## config.mk

```make
export PLATFORM = sky130hd
export DESIGN_NAME = l2_port_arbiter
export DESIGN_NICKNAME = d
export VERILOG_FILES = /design/src/rtl/l2_port_arbiter.sv
export SDC_FILE = /design/constraint.sdc
export NUM_CORES = 1
export LEC_CHECK = 0
export ABC_AREA = 0
export BUFFER_PORTS_ARGS = -buffer_cell sky130_fd_sc_hd__buf_2
export CAP_MARGIN = 10
export CORE_UTILIZATION = 30
export DETAILED_ROUTE_END_ITERATION = 10
export PLACE_DENSITY = 0.53
export SYNTH_ARGS = -nofsm -noshare
export SYNTH_HDL_FRONTEND = slang
export SYNTH_SLANG_ARGS = --single-unit
```

## constraint.sdc

```tcl
create_clock -name clk -period 2.1 [get_ports clk]
set_input_delay 0.315 -clock clk [delete_from_list [all_inputs] [get_ports clk]]
set_output_delay 0.315 -clock clk [all_outputs]
set_load 0.1 [all_outputs]
```

## src/rtl/l2_port_arbiter.sv

```systemverilog
`default_nettype none
// ============================================================================
// Module   : l2_port_arbiter
// Purpose  : Arbiter/sequencer for the single lookup port of the L2 cache
//            model. Picks one of L1 / snoop / maintenance requests, issues it
//            to the cache and waits for the completion pulse before issuing
//            the next one. Snoops beat L1 but L1 cannot lose more than
//            starveLimit consecutive grants while it is waiting. A watchdog
//            drops an op the cache never completes.
// Ports    : clk, resetN (sync, active low)
//            l1Valid/l1Ready/l1Op/l1Address           L1 request channel
//            snoopValid/snoopReady/snoopOp/snoopAddress snoop channel
//            maintValid/maintReady/maintOp             maintenance channel
//            cacheValid/cacheSource/cacheOp/cacheAddress issued operation
//            cacheDone                                 completion pulse
//            busy, timeoutError, l1Grants, snoopGrants status/statistics
// Revision : 1.0 - initial release
// ============================================================================
module l2_port_arbiter #(
  parameter int addressSize   = 32,
  parameter int starveLimit   = 4,
  parameter int timeoutCycles = 1024
) (
  input  logic                   clk,
  input  logic                   resetN,
  input  logic                   l1Valid,
  output logic                   l1Ready,
  input  logic [1:0]             l1Op,
  input  logic [addressSize-1:0] l1Address,
  input  logic                   snoopValid,
  output logic                   snoopReady,
  input  logic [1:0]             snoopOp,
  input  logic [addressSize-1:0] snoopAddress,
  input  logic                   maintValid,
  output logic                   maintReady,
  input  logic                   maintOp,
  output logic                   cacheValid,
  output logic [1:0]             cacheSource,
  output logic [1:0]             cacheOp,
  output logic [addressSize-1:0] cacheAddress,
  input  logic                   cacheDone,
  output logic                   busy,
  output logic                   timeoutError,
  output logic [31:0]            l1Grants,
  output logic [31:0]            snoopGrants
);

  typedef enum logic [0:0] {
    IDLE = 1'b0,
    WAIT = 1'b1
  } state_t;

  localparam logic [1:0] SRC_L1    = 2'd0;
  localparam logic [1:0] SRC_SNOOP = 2'd1;
  localparam logic [1:0] SRC_MAINT = 2'd2;

  localparam int STARVE_W = $clog2(starveLimit + 1);
  localparam logic [STARVE_W-1:0] STARVE_MAX = STARVE_W'(starveLimit);
  localparam logic [STARVE_W-1:0] STARVE_ONE = STARVE_W'(1);

  // Watchdog counts completed WAIT cycles, so it only ever needs to reach
  // timeoutCycles-1 before firing.
  localparam int WD_W = $clog2(timeoutCycles);
  localparam logic [WD_W-1:0] WD_LAST = WD_W'(timeoutCycles - 1);
  localparam logic [WD_W-1:0] WD_ONE  = WD_W'(1);

  state_t                state;
  state_t                state_next;
  logic [STARVE_W-1:0]   starve_count;
  logic [WD_W-1:0]       wd_count;
  logic                  win_l1;
  logic                  win_snoop;
  logic                  win_maint;
  logic                  accept;
  logic                  done_hit;
  logic                  wd_fire;
  logic                  clear_done;

  // Priority: maintenance, then a starved L1, then snoop, then L1.
  always_comb begin
    win_maint = 1'b0;
    win_snoop = 1'b0;
    win_l1    = 1'b0;
    if (maintValid) begin
      win_maint = 1'b1;
    end else if (l1Valid && (starve_count == STARVE_MAX)) begin
      win_l1 = 1'b1;
    end else if (snoopValid) begin
      win_snoop = 1'b1;
    end else if (l1Valid) begin
      win_l1 = 1'b1;
    end
  end

  always_comb begin
    state_next = state;
    l1Ready    = 1'b0;
    snoopReady = 1'b0;
    maintReady = 1'b0;
    done_hit   = 1'b0;
    wd_fire    = 1'b0;
    case (state)
      IDLE: begin
        // Readies are gated by resetN so nothing is handshaken during reset.
        if (resetN) begin
          l1Ready    = win_l1;
          snoopReady = win_snoop;
          maintReady = win_maint;
          if (win_l1 || win_snoop || win_maint) begin
            state_next = WAIT;
          end
        end
      end
      WAIT: begin
        // A done on the watchdog's final edge wins over the timeout.
        if (cacheDone) begin
          done_hit   = 1'b1;
          state_next = IDLE;
        end else if (wd_count == WD_LAST) begin
          wd_fire    = 1'b1;
          state_next = IDLE;
        end
      end
      default: state_next = IDLE;
    endcase
  end

  // Each ready is only raised for a valid winner, so any ready is an accept.
  assign accept     = l1Ready || snoopReady || maintReady;
  assign clear_done = done_hit && (cacheSource == SRC_MAINT) && (cacheOp == 2'd0);
  assign cacheValid = (state == WAIT);
  assign busy       = (state == WAIT);

  always_ff @(posedge clk) begin
    if (!resetN) begin
      state        <= IDLE;
      cacheSource  <= 2'd0;
      cacheOp      <= 2'd0;
      cacheAddress <= '0;
      starve_count <= '0;
      wd_count     <= '0;
      timeoutError <= 1'b0;
      l1Grants     <= 32'd0;
      snoopGrants  <= 32'd0;
    end else begin
      state <= state_next;

      if (accept) begin
        wd_count <= '0;
        if (win_maint) begin
          cacheSource  <= SRC_MAINT;
          cacheOp      <= {1'b0, maintOp};
          cacheAddress <= '0;
        end else if (win_snoop) begin
          cacheSource  <= SRC_SNOOP;
          cacheOp      <= snoopOp;
          cacheAddress <= snoopAddress;
          if (snoopGrants != 32'hFFFF_FFFF) begin
            snoopGrants <= snoopGrants + 32'd1;
          end
          if (l1Valid && (starve_count != STARVE_MAX)) begin
            starve_count <= starve_count + STARVE_ONE;
          end
        end else begin
          cacheSource  <= SRC_L1;
          cacheOp      <= l1Op;
          cacheAddress <= l1Address;
          starve_count <= '0;
          if (l1Grants != 32'hFFFF_FFFF) begin
            l1Grants <= l1Grants + 32'd1;
          end
        end
      end

      if ((state == WAIT) && !cacheDone && !wd_fire) begin
        wd_count <= wd_count + WD_ONE;
      end

      if (wd_fire) begin
        timeoutError <= 1'b1;
      end

      if (clear_done) begin
        l1Grants     <= 32'd0;
        snoopGrants  <= 32'd0;
        starve_count <= '0;
      end
    end
  end

endmodule
`default_nettype wire

```

==> summary.md <==
| Metric | Value |
|---|---|
| Ys Warns | `0` |
| Routed Antenna Nets | `0` |
| Critical Path Fanout Max | `8` |
| Setup crit start kind | `flip-flop` |
| Clock Tree Root | `clkbuf_16` |
| Port bufs | `180` |
| Die Ht | `~140 µm` |
| Post-synth top area cell | `dfxtp_1` |
| Vias | `5811` |
| Slew Viols, Final | `0` |
| Top cells by area, synth | `dfxtp_1 41%, mux2_2 6.8%, a21oi_1 4.5%` |
| Synth Area in XOR/XNOR | `1.55%` |
| Fraction of layout cells with a size suffix above 1 | `46.7%` |
| GRT Residual Overflow | `0` |
| Initial DRC count | `between 200 and 300` |
| RSZ-0062 raised after global routing | `true` |
| Initial antenna violation count | `1` |
| Via/cell ratio | `between 5 and 6` |
| Power, Total | `just under 6 mW` |
| DRT Pass-1 Iters | `4` |
| Top cell type's share of synthesized area | `40.7%` |
| Setup crit end | `snoopGrants[27]` |
| Worst Path Arrival | `2.37 ns` |
| Main combinational cell family by area after synthesis | `simple AND/OR/NAND/NOR gates` |
| H-Tree Depth | `4` |
| GPL Wtd Cong | `0.784` |
| Worst R2R End | `snoopGrants[27]` |
| Core area | `~18000 µm²` |
| Top FF cell, synth | `dfxtp_1` |
| Sw Ratio | `27.3%` |
| IR Drop Worst-Case VDD | `542 µV` |
| Leading cell types in the layout, fill and taps excluded | `178 x buf_2, 63 x buf_4, 62 x nor2_1` |
| Die Area | `just under 20000 µm²` |
| Post-synthesis sequential area ratio | `40.7%` |
| R2r setup slk | `0.08 ns` |
| Setup tns final | `0 ns` |
| EDFF count, synth | `0` |
| Clock share of power | `about half` |
| Outcome | `complete, no violations` |
| Period utilization | `96.2%` |
| Clock transition at the registers of the reported paths | `0.06 ns` |
| Worst-Margin Slew | `~0.8 ns` |
| Clk_lat worst skew | `slightly above 0.4 ns` |
| Residual DRC count | `0` |
| RR Startpoint | `snoopGrants[4]` |
| CTS tree | `built` |
| Synth async-reset ratio | `0%` |
| Largest net degree at the start of global routing | `61` |
| CTS Sinks | `115` |
| Area grow syn2layout | `47.1%` |
| Synth Area in Compound Gates | `a little under 20%` |
| Mux cell area share after synthesis | `under 10%` |
| Boundary pin count | `approximately 180` |
| Yosys reg bits | `115` |
| Slew headroom | `between 40 and 50%` |
| First-pass GRT wire length | `roughly 27000 µm` |
| Vias in the first global route | `5335` |
| Sequential Power Share | `37.3%` |
| Syn Nets | `739` |
| Synth Area in Adders | `around 1.1%` |
| CP Capture Type | `flip-flop` |
| Hpwl dp | `11700 µm` |
| Max clock buf depth | `2` |
| Logic gate share of total power | `between 10% and 20%` |
| Routed WL | `roughly 16000 µm` |
| Hold_buf cts | `0` |
| Final min period | `2.02 ns` |
| Layout Skew | `0.00786 ns` |
| Commonest non-fill, non-tap cell in the layout | `buf_2` |
| Post-Syn Area | `5660 µm²` |
| Post-synthesis simple-gate area fraction | `24.8%` |
| Critical path class | `flip-flop to flip-flop` |
| Crit. Startpoint | `snoopGrants[4]` |
| Switching Power | `1.60 mW` |
| Cells after Synth | `between 600 and 700` |
| Final setup fails | `0` |
| Netlist cell types | `59` |
| Internal | `4.26 mW` |
| Starting Density | `31.1%` |
| Diode count | `0` |
| Fmax | `495 MHz` |
| Fin. Hold Viols | `0` |
| Post-DP Area | `7590 µm²` |
| Routed wire per std cell | `approximately 15 µm` |
| Max-Cap Viols | `0` |
| Global Route Usage Sum | `17.2%` |
| Final core occ | `between 40% and 50%` |
| Fin nets | `966` |
| Number of buffers created by CTS | `17` |
| Avg Cell Area, Syn | `8.59 µm²` |
| Worst R2R Path Depth | `5` |
| Critical Path RT | `around 2.5 ns` |
| Site Rows | `49` |
| Post-route cell area | `roughly 8300 µm²` |
| Die Width | `~140 µm` |
| Worst Hold Class | `primary input to flip-flop` |
| Leak Pwr | `approximately 3.5 nW` |
| Pwr dens | `704 nW/µm²` |
[critical path: stages (launching register included)]
cell and delay, ns:
dfxtp_4 0.34, nand3_1 0.10, or4_4 0.61, or4_1 0.44, or4_1 0.40, nand2_1 0.07
[area by class of cell]
cell class | instances | area [µm²]
Fill cell | 1776 | 9880
Multi-Input combinational cell | 490 | 3330
Sequential cell | 115 | 2530
Timing Repair Buffer | 252 | 1560
Clock buffer | 21 | 440
Tap cell | 229 | 287
Clock inverter | 11 | 135
Inverter | 10 | 45.0
[state kept, by name (all words and copies together) (netlist names)]
register	cells
cacheAddress	32
l1Grants	32
snoopGrants	32
wd_count	10
starve_count	3
cacheOp	2
cacheSource	2
busy	1
timeoutError	1
[power by group through the flow]
stage	sequential (mW)	combinational (mW)	clock, mW
floorplan	2.50	0.290	0
global placement	2.23	0.804	0
detailed placement	2.23	0.801	0
CTS	2.18	0.809	2.94
global route	2.19	0.862	3.05
finish	2.19	0.808	2.87
[cell usage after synthesis, drive strengths merged, types with 5 or more instances]
| cell type | number |
|---|---|
| a211oi | 8 |
| a21oi | 51 |
| a22oi | 34 |
| a31oi | 6 |
| and3 | 12 |
| and4 | 12 |
| buf | 19 |
| clkbuf | 25 |
| dfxtp | 115 |
| ha | 5 |
| inv | 10 |
| mux2 | 34 |
| mux2i | 8 |
| nand2 | 56 |
| nand3 | 23 |
| nand4 | 22 |
| nor2 | 63 |
| nor3 | 5 |
| o211ai | 11 |
| o21ai | 24 |
| o31ai | 14 |
| or3 | 26 |
| or4 | 23 |
| xnor2 | 8 |
[worst min path at each step]
stage | to | from | cells past startpoint
finish | cacheAddress[30] | l1Address[30] | 4
global route | cacheAddress[17] | snoopAddress[17] | 4
CTS | cacheAddress[30] | l1Address[30] | 4
detailed placement | l1Grants[0] | l1Grants[0] | 1
global placement | timeoutError | timeoutError | 2
floorplan | wd_count[6] | wd_count[6] | 1
[metal layers]
layer  share of wire (%)  vias up  GRT usage [%]
li1                    -     2946              -
met1                  48     2685           22.1
met2                  46      163           28.1
met3                 4.7       15           4.61
met4                 1.2        2           5.20
met5               0.079        -              0
[timing repair]
item                                    in CTS  in global routing
setup buffers                                4                  5
cloned                                       0                  1
pin swaps                                    1                  9
endpoints found under the setup margin       5                 19
resized for setup                            8                 14
[cells by family after synthesis]
logic type               after synthesis
AO/OA/AOI/OAI                        170
XOR/XNOR                              10
adder cells (fa/ha/maj)                5
buffers and inverters                 54
flip-flops                           115
multiplexers                          42
AND/OR/NAND/NOR                      263
[through the flow]
| stage | setup WS [ns] | hold slack, ns | cells |
|---|---|---|---|
| after floorplan | -0.185 | 0.452 | 659 |
| after global placement | 0.00720 | 0.451 | 1086 |
| after detailed placement | -0.0291 | 0.464 | 1086 |
| after CTS | 0.0114 | 0.249 | 1122 |
| after global routing | -0.0117 | 0.265 | 1128 |
| final | 0.0804 | 0.270 | 1128 |
(Power assumes the default switching activity.)
